$ cat src/rtl/seg7_pkg.sv
`default_nettype none
// ============================================================================
//  Module      : seg7_pkg
//  Description : Shared constants and types for the 4-digit 7-segment
//                time display. Segment patterns are active-low, with
//                bit 0 = CA through bit 6 = CG.
//  Revision    : 1.0 - initial release
// ============================================================================
package seg7_pkg;

    localparam logic [6:0] SEG_0    = 7'b1000000;
    localparam logic [6:0] SEG_1    = 7'b1111001;
    localparam logic [6:0] SEG_2    = 7'b0100100;
    localparam logic [6:0] SEG_3    = 7'b0110000;
    localparam logic [6:0] SEG_4    = 7'b0011001;
    localparam logic [6:0] SEG_5    = 7'b0010010;
    localparam logic [6:0] SEG_6    = 7'b0000010;
    localparam logic [6:0] SEG_7    = 7'b1111000;
    localparam logic [6:0] SEG_8    = 7'b0000000;
    localparam logic [6:0] SEG_9    = 7'b0010000;
    localparam logic [6:0] SEG_DASH = 7'b0111111;
    localparam logic [6:0] SEG_OFF  = 7'b1111111;

    localparam logic [3:0] AN_OFF   = 4'b1111;

    typedef logic [1:0] digit_idx_t;

endpackage : seg7_pkg
`default_nettype wire

$ cat src/rtl/seg7_time_display_bcd_to_seg7.sv
`default_nettype none
// ============================================================================
//  Module      : bcd_to_seg7
//  Description : Combinational BCD to active-low 7-segment decoder.
//                Codes 10..15 are shown as a dash (CG lit only).
//  Ports       : bcd  in  [3:0]  BCD digit
//                seg  out [6:0]  active-low pattern, seg[0]=CA .. seg[6]=CG
//  Revision    : 1.0 - initial release
// ============================================================================
module bcd_to_seg7
    import seg7_pkg::*;
(
    input  logic [3:0] bcd,
    output logic [6:0] seg
);

    always_comb begin
        seg = SEG_DASH;
        case (bcd)
            4'd0:    seg = SEG_0;
            4'd1:    seg = SEG_1;
            4'd2:    seg = SEG_2;
            4'd3:    seg = SEG_3;
            4'd4:    seg = SEG_4;
            4'd5:    seg = SEG_5;
            4'd6:    seg = SEG_6;
            4'd7:    seg = SEG_7;
            4'd8:    seg = SEG_8;
            4'd9:    seg = SEG_9;
            default: seg = SEG_DASH;
        endcase
    end

endmodule : bcd_to_seg7
`default_nettype wire

$ cat src/rtl/seg7_time_display.sv
`default_nettype none
// ============================================================================
//  Module      : seg7_time_display
//  Description : Time-multiplexed driver for a 4-digit common-anode
//                7-segment display showing HH:MM. Inputs are snapshotted
//                once per frame, each digit slot opens with an all-off
//                guard window against ghosting, and the DP of the
//                hours-units digit blinks as the colon.
//  Ports       : clk     in        system clock
//                reset   in        synchronous, active-high
//                hora_d  in  [3:0] BCD hours tens
//                hora_u  in  [3:0] BCD hours units
//                min_d   in  [3:0] BCD minutes tens
//                min_u   in  [3:0] BCD minutes units
//                en      in        display enable (counters keep running)
//                an      out [3:0] anodes, active-low, an[3] leftmost
//                seg     out [6:0] cathodes, active-low, seg[0]=CA
//                dp      out       decimal point, active-low
//  Revision    : 1.0 - initial release
// ============================================================================
module seg7_time_display
    import seg7_pkg::*;
#(
    parameter int REFRESH_DIV   = 100_000,
    parameter int GUARD_CYC     = 4,
    parameter int BLINK_DIV     = 50_000_000,
    parameter int BLANK_LEADING = 0
) (
    input  logic       clk,
    input  logic       reset,
    input  logic [3:0] hora_d,
    input  logic [3:0] hora_u,
    input  logic [3:0] min_d,
    input  logic [3:0] min_u,
    input  logic       en,
    output logic [3:0] an,
    output logic [6:0] seg,
    output logic       dp
);

    localparam int RC_W = (REFRESH_DIV > 1) ? $clog2(REFRESH_DIV) : 1;
    localparam int BC_W = (BLINK_DIV > 1)   ? $clog2(BLINK_DIV)   : 1;

    localparam logic [RC_W-1:0] c_rc_last = RC_W'(REFRESH_DIV - 1);
    localparam logic [RC_W-1:0] c_guard   = RC_W'(GUARD_CYC);
    localparam logic [BC_W-1:0] c_bc_last = BC_W'(BLINK_DIV - 1);

    logic [RC_W-1:0] r_rc;
    logic [BC_W-1:0] r_bc;
    digit_idx_t      r_idx;
    logic            r_phase;
    logic [3:0]      r_hd, r_hu, r_md, r_mu;
    logic [3:0]      r_an;
    logic [6:0]      r_seg;
    logic            r_dp;

    logic [3:0]      w_digit;
    logic [6:0]      w_pattern;
    logic            w_guard;
    logic            w_blank_lead;
    logic [3:0]      w_an_nxt;
    logic [6:0]      w_seg_nxt;
    logic            w_dp_nxt;

    // Digit shown in the current slot comes from the frame snapshot only,
    // so a mid-frame input change can never produce a torn display.
    always_comb begin
        w_digit = r_mu;
        case (r_idx)
            2'd0:    w_digit = r_mu;
            2'd1:    w_digit = r_md;
            2'd2:    w_digit = r_hu;
            default: w_digit = r_hd;
        endcase
    end

    bcd_to_seg7 u_dec (
        .bcd (w_digit),
        .seg (w_pattern)
    );

    assign w_guard      = (r_rc < c_guard);
    assign w_blank_lead = (BLANK_LEADING != 0) && (r_idx == 2'd3) && (r_hd == 4'd0);

    always_comb begin
        w_an_nxt  = AN_OFF;
        w_seg_nxt = SEG_OFF;
        w_dp_nxt  = 1'b1;
        if (en) begin
            w_seg_nxt = w_pattern;
            if (!w_guard && !w_blank_lead) begin
                w_an_nxt = ~(4'b0001 << r_idx);
            end
            // Colon: DP of hours-units digit, lit in the "on" blink phase.
            if (r_phase && (r_idx == 2'd2) && !w_guard) begin
                w_dp_nxt = 1'b0;
            end
        end
    end

    always_ff @(posedge clk) begin
        if (reset) begin
            r_rc    <= '0;
            r_idx   <= '0;
            r_bc    <= '0;
            r_phase <= 1'b0;
            r_hd    <= 4'd0;
            r_hu    <= 4'd0;
            r_md    <= 4'd0;
            r_mu    <= 4'd0;
            r_an    <= AN_OFF;
            r_seg   <= SEG_OFF;
            r_dp    <= 1'b1;
        end else begin
            if (r_rc == c_rc_last) begin
                r_rc  <= '0;
                r_idx <= r_idx + 2'd1;
                // Load at the very end of the last slot so the new values
                // first appear in slot 0 of the next frame.
                if (r_idx == 2'd3) begin
                    r_hd <= hora_d;
                    r_hu <= hora_u;
                    r_md <= min_d;
                    r_mu <= min_u;
                end
            end else begin
                r_rc <= r_rc + 1'b1;
            end

            if (r_bc == c_bc_last) begin
                r_bc    <= '0;
                r_phase <= ~r_phase;
            end else begin
                r_bc <= r_bc + 1'b1;
            end

            r_an  <= w_an_nxt;
            r_seg <= w_seg_nxt;
            r_dp  <= w_dp_nxt;
        end
    end

    assign an  = r_an;
    assign seg = r_seg;
    assign dp  = r_dp;

endmodule : seg7_time_display
`default_nettype wire

$ cat config.mk
export PLATFORM = sky130hd
export DESIGN_NAME = seg7_time_display
export DESIGN_NICKNAME = d
export VERILOG_FILES = /design/src/rtl/seg7_pkg.sv /design/src/rtl/seg7_time_display_bcd_to_seg7.sv /design/src/rtl/seg7_time_display.sv
export SDC_FILE = /design/constraint.sdc
export NUM_CORES = 1
export LEC_CHECK = 0
export BUFFER_PORTS_ARGS = -buffer_cell sky130_fd_sc_hd__buf_4
export CAP_MARGIN = 20
export CORE_ASPECT_RATIO = 0.75
export CORE_MARGIN = 8
export CORE_UTILIZATION = 35
export DETAILED_ROUTE_END_ITERATION = 8
export PLACE_DENSITY = 0.62
export SLEW_MARGIN = 10
export SYNTH_ARGS = -nofsm -noshare
export SYNTH_HDL_FRONTEND = slang
export SYNTH_SLANG_ARGS = --single-unit
$ cat constraint.sdc
create_clock -name clk -period 2.4 [get_ports clk]
set_clock_uncertainty 0.1 [all_clocks]
set_input_delay 0.36 -clock clk [delete_from_list [all_inputs] [get_ports clk]]
set_output_delay 0.36 -clock clk [all_outputs]
set_load 0.01 [all_outputs]
# Word-level counts from Yosys, hierarchy flattened
# Memory sizes are Yosys's and may differ from the RTL's. A register that Yosys moved wholly into a read port is not among the register bits.
# Index checks and enable logic that the tools add are counted.
# Widths: inputs -> output; s select.
[totals] input_bits=19 mem_count=1 word_cells=35 latch_bits=0 mem_bits_rw=0 ff_bits=67 output_inout_bits=12 mem_bits_ro=112
[classes] muxes=2 n_eq_ne=5 bitwise_logic=3 n_div=0 n_mul=0 addsub=3 n_reduce_logical=9 shift=1 order_cmp=1
[mem_list] memory="(name not given)" depth=16 width=7 read_ports=1 rd_clocked_by_memory_dff=1 write_ports=0 line="seg7_time_display_bcd_to_seg7.sv:19" rtl="case (bcd)"
[op_table] operator="$add 26x1->26 const B" count=1
[op_table] operator="$eq 26x26->1 const B" count=1
[op_table] operator="$add 17x1->17 const B" count=1
[op_table] operator="$eq 17x17->1 const B" count=1
[op_table] operator="$lt 17x3->1 const B" count=1
[op_table] operator="$pmux 4 s3" count=1
[op_table] operator="$reduce_or 2->1" count=3
[op_table] operator="$eq 2x2->1 const B" count=2
[op_table] operator="$not 4->4" count=1
[op_table] operator="$shl 1x2->4 const A" count=1
[op_table] operator="$reduce_or 3->1" count=1
[op_table] operator="$add 2x1->2 const B" count=1
[op_table] operator="$eq 2x1->1 const B" count=1
[op_table] operator="$logic_and 1x1->1" count=2
[op_table] operator="$logic_not 2->1" count=1
[op_table] operator="$not 1->1" count=2
[op_table] operator="$reduce_and 2->1" count=1
[op_table] operator="$logic_not 1->1" count=1
[op_table] operator="$mux 1" count=1

# Logic depth before layout (Yosys ltp)
[depth] depth_word=4 ltp_mapped=9 mapped_depth_nobuf=9

# By module
# From an unflattened synthesis, not the netlist that was laid out.
[hier_totals] hier_cells=398 hier_area_um2=3450.8
[by_module_without_submodules] mod="seg7_time_display" n_inst=1 area_per_inst_um2=3226.8 cells_each=367
[by_module_without_submodules] mod="bcd_to_seg7" n_inst=1 area_per_inst_um2=224.0 cells_each=31

# Least setup slack after synthesis
# No wires, ideal clock.
[synth_timing] path_type="register to register" start="register r_idx[0]" end="register r_seg[3] (netlist: seg[3])" arrival_ps=1952 required_ps=2175 path_stages_with_launch=9 setup_time_ps=125 path_slack_ps=224 n_path_buf=1 synth_period_minus_slack_ps=2176 cell_sequence="dfxtp_1 ha_1 clkbuf_1 mux2i_1 inv_1 ha_1 inv_1 o21ai_0 nand3_1"
[synth_between] elab_chain_cells=2
[synth_rtl] element="start: declaration" line="seg7_time_display.sv:50" rtl="digit_idx_t r_idx;"
[synth_rtl] element="start signal: assignment" line="seg7_time_display.sv:117" rtl="r_idx <= r_idx + 2'd1;"
[synth_rtl] element="$eq 2x2->1, or another cell as far along" line="seg7_time_display.sv:69" rtl="case (r_idx)"
[synth_rtl] element="$pmux 4 s3 *" line="seg7_time_display.sv:69"
[synth_rtl] element="end: declaration" line="seg7_time_display.sv:54" rtl="logic [6:0] r_seg;"
# Every way passes the cells marked *; elsewhere a longest branch is shown, timed or not.
# A chain may end at the register's enable or synchronous reset.

# Worst setup path after layout
[layout_timing] start="register r_idx[0]" end="register r_seg[2] (netlist: seg[2])"
# The elaborated chain is that of the path after synthesis.

==> reports/qor.log <==
qor: placed_design.placed_cells_incl_taps 548
qor: critical_path.slowest_delay 0.45 ns
qor: detailed_routing.detail_route.first_pass.iterations 5
qor: sta.setup-violations-final 0
qor: logic_synthesis.asyncSetResetFlopFracSynth 0
qor: placed_design.gp_routability_congestion 0.825
qor: finish.antennaDiodeCount 0
qor: detailed_routing.routed_via_density 5.26
qor: placed_design.placed_area 0.00381 sq mm
qor: clocking.htree_levels 3
qor: finish.drive_gt1_frac 0.168
qor: sta.fin_tns_setup 0 ns
qor: finish.filler_cell_count 969
qor: critical_path.path_cells inv_1 -> ha_1 -> a222oi_1 -> mux2i_4 -> or2_1 -> a221o_2
qor: logic_synthesis.number_of_warnings_printed_during_yosys_synthesis 0
qor: logic_synthesis.synth_seq_area_share 0.429
qor: power_and_ir_drop.clock_power_share 0.518
qor: placed_design.detailed_place_hpwl 5430 um
qor: logic_synthesis.ys_types 46
qor: critical_path.cp.buffers_inverters 1
qor: finish.final_cells 566
qor: job.cap_viol_max_count 0
qor: detailed_routing.detail-route-antenna-nets 0
qor: logic_synthesis.most_frequently_used_cell_type_in_the_post_synthesis_netlist dfxtp_1
qor: power_and_ir_drop.vdd_ir_drop_max 276 uV
qor: logic_synthesis.synth-edff-count 0
qor: finish.finish.instance_area 0.00416 sq mm
qor: sta.slew_viol_final 0
qor: critical_path.worst_setup_path_start_kind flip-flop
qor: detailed_routing.route.detailed.wl_per_inst 13.6 um
qor: power_and_ir_drop.total_power 2.77 mW
qor: power_and_ir_drop.power.density_cell_area 666 mW/mm^2
qor: logic_synthesis.synthTopCellsByArea dfxtp_1 (43%), a21oi_1 (5.4%), nand4_1 (5.1%)
qor: global_route.antenna_found_initial 0
qor: logic_synthesis.yosysTopAreaCell dfxtp_1
qor: finish.synthToLayoutAreaGrowth 20.5%
qor: sta.final.min_clock_period 2.25 ns
qor: worst_hold_path.timing.hold.worst.class input port to flip-flop
qor: finish.fin_nets 458
qor: logic_synthesis.dominantRegCellSynth dfxtp_1
qor: outcome.run_status complete, no violations
qor: power_and_ir_drop.power.share.sequential 0.452
qor: clocking.cts-root-to-sink-buffers 2
qor: detailed_routing.drt_wl_total 7720 um
qor: critical_path.cp_data_required_time 2.52 ns
qor: critical_path.cpMaxStageDelayCell a222oi_1
qor: global_route.grt_util_all_layers 0.122
qor: critical_path.critical_path_class flip-flop to flip-flop
qor: die.placement_rows 31
qor: clocking.numClockSinks 74
qor: clocking.clock_tree_from_tritoncts built
qor: placed_design.port_buffers 30
qor: sta.rsz0062_at_grt no
qor: critical_path.critPathCaptureType flip-flop
qor: logic_synthesis.synth_top_area_frac 0.429
qor: sta.final.hold.worst_slack 0.194 ns
qor: clocking.cts_hold_buf 0
qor: die.die_width 131 um
qor: finish.register_area 0.00148 sq mm
qor: die.total_core_area 0.00962 sq mm
qor: global_route.grt_overflow_total 0
qor: logic_synthesis.synth_common_cells dfxtp_1 (74), a21oi_1 (37), nor2_1 (31), o21ai_0 (30), nand4_1 (28)
qor: logic_synthesis.summed_instance_area_of_the_synthesized_netlist 0.00345 sq mm
qor: logic_synthesis.number_of_synthesized_register_bits 74
qor: power_and_ir_drop.p_leak 1.41 nW
qor: sta.timing.final.crit_share 0.939
qor: power_and_ir_drop.power.combinational.fraction 0.031
qor: die.io_pins 31
qor: sta.timing_hold_violations_final 0
qor: sta.slew_headroom 0.649
qor: clocking.insertion_delay 0.34 ns
qor: critical_path.critical_path_arrival 2.38 ns
qor: power_and_ir_drop.sw_frac_of_total 0.206
qor: sta.timing_worst_slew_pin_value 0.521 ns
qor: clocking.numCtsBuffers 9
qor: detailed_routing.drtIter0Drc 166
qor: critical_path.timing.critical_path.max_delay_family compound AO/OA/AOI/OAI gates
qor: die.fp.dieArea 0.0133 sq mm
qor: detailed_routing.number_of_remaining_drc_errors 0
qor: critical_path.path_max_fanout 6
qor: logic_synthesis.post_synth.cell_area_avg 8.67 sq um
qor: logic_synthesis.postSynthNetCount 427
qor: power_and_ir_drop.power.internal 2.20 mW
qor: global_route.first_global_vias 2777
qor: clocking.cell_at_the_root_of_the_clock_tree clkbuf_16
qor: global_route.grt_first_pass_wirelength 13100 um
qor: finish.multiInputGateArea 0.00179 sq mm
qor: die.die_h 102 um
qor: logic_synthesis.syn-instance-count 398
qor: global_route.grt_start_max_net_pins 28
qor: die.starting_density 0.359
qor: detailed_routing.num_vias 2975
qor: sta.max_clock_freq 0.444 GHz
qor: clocking.clk_pin_slew_worst_paths 0.06 ns
qor: power_and_ir_drop.switching_power 0.571 mW
path summary, 6_finish.rpt:
check        startpoint      end  slack [ns]  cells past startpoint
max            r_idx[0]   seg[2]        0.15                      6
min           hora_d[1]  r_hd[1]        0.19                      3
max reg2reg    r_idx[0]   seg[2]        0.15                      6
min reg2reg     r_phase       dp        0.34                      1
power groups by stage:
stage	logic (mW)	clock network, mW	registers (mW)
after floorplan	0.0425	0	1.28
after global placement	0.0843	0	1.28
after detailed placement	0.0859	0	1.28
after CTS	0.0860	1.47	1.25
after global routing	0.0955	1.52	1.25
final	0.0849	1.43	1.25
worst reg2reg max path, delay by kind of cell, from the launching register on:
kind,cells,cell delay [ns]
AO/OA/AOI/OAI,2,0.83
buffers and inverters,1,0.10
AND/OR/NAND/NOR,1,0.27
flip-flops,1,0.40
multiplexers,1,0.16
adder cells (fa/ha/maj),1,0.28
registers in the layout, summed over array words and instances (netlist names):
name     cells
r_rc        17
an           4
r_md         4
r_mu         4
seg          7
r_idx        2
dp           1
r_hd         4
r_bc        26
r_phase      1
r_hu         4
metrics by stage:
step | setup slack, ns | util
2_1_floorplan | 0.224 | -
3_3_place_gp | 0.179 | 0.396
3_5_place_dp | 0.0887 | 0.396
4_1_cts | 0.0716 | 0.430
5_1_grt | 0.00638 | 0.432
6_report | 0.147 | 0.432
layout make-up:
type / count / area share
well taps: 132 / 0.0397
multi-input cells: 283 / 0.431
clock buffers: 10 / 0.0550
clock inverters: 6 / 0.0220
flip-flops and latches: 74 / 0.356
repair buffers: 46 / 0.0824
inverters: 15 / 0.0135
timing repair:
item	4_1_cts	5_1_grt
resized for setup	0	3
endpoints found under the setup margin	0	5
setup buffers	0	2
kinds of logic after synthesis:
logic type	after synthesis	synth area share
and+or+nand+nor	157	0.254
adders and majority gates	10	0.0362
xor gates and xnor gates	23	0.0584
AOI/OAI and AO/OA	88	0.151
buffers and inverters	41	0.0558
muxes	5	0.0159
DFF	74	0.429
routing by layer:
metal | vias to the layer above | routed length [um] | global-route usage
met5 | - | 0 | 0
met4 | 0 | 100 | 0.0449
met3 | 10 | 428 | 0.0401
met2 | 53 | 3270 | 0.179
met1 | 1403 | 3930 | 0.163
li1 | 1509 | - | -
placed cells by master, fill, tap and decap left out, drive strengths merged, types with 2 or more instances in the layout:
master / synthesis / routed
a211oi: 2 / 2
a21oi: 37 / 37
a222oi: 4 / 4
a31oi: 2 / 2
and2: 2 / 2
and3: 8 / 8
and4: 5 / 5
buf: 14 / 45
bufinv: 0 / 2
clkbuf: 12 / 11
clkinv: 0 / 4
dfxtp: 74 / 74
ha: 10 / 10
inv: 15 / 15
mux2i: 4 / 4
nand2: 19 / 19
nand3: 24 / 24
nand4: 28 / 28
nor2: 31 / 31
nor3: 6 / 6
nor4: 7 / 7
o21ai: 30 / 30
o21bai: 2 / 2
o31ai: 9 / 9
or2: 2 / 2
or3: 7 / 7
or3b: 2 / 2
or4: 10 / 10
xnor2: 12 / 12
xor2: 11 / 11
Note: power is estimated with default switching activity, not from simulation.
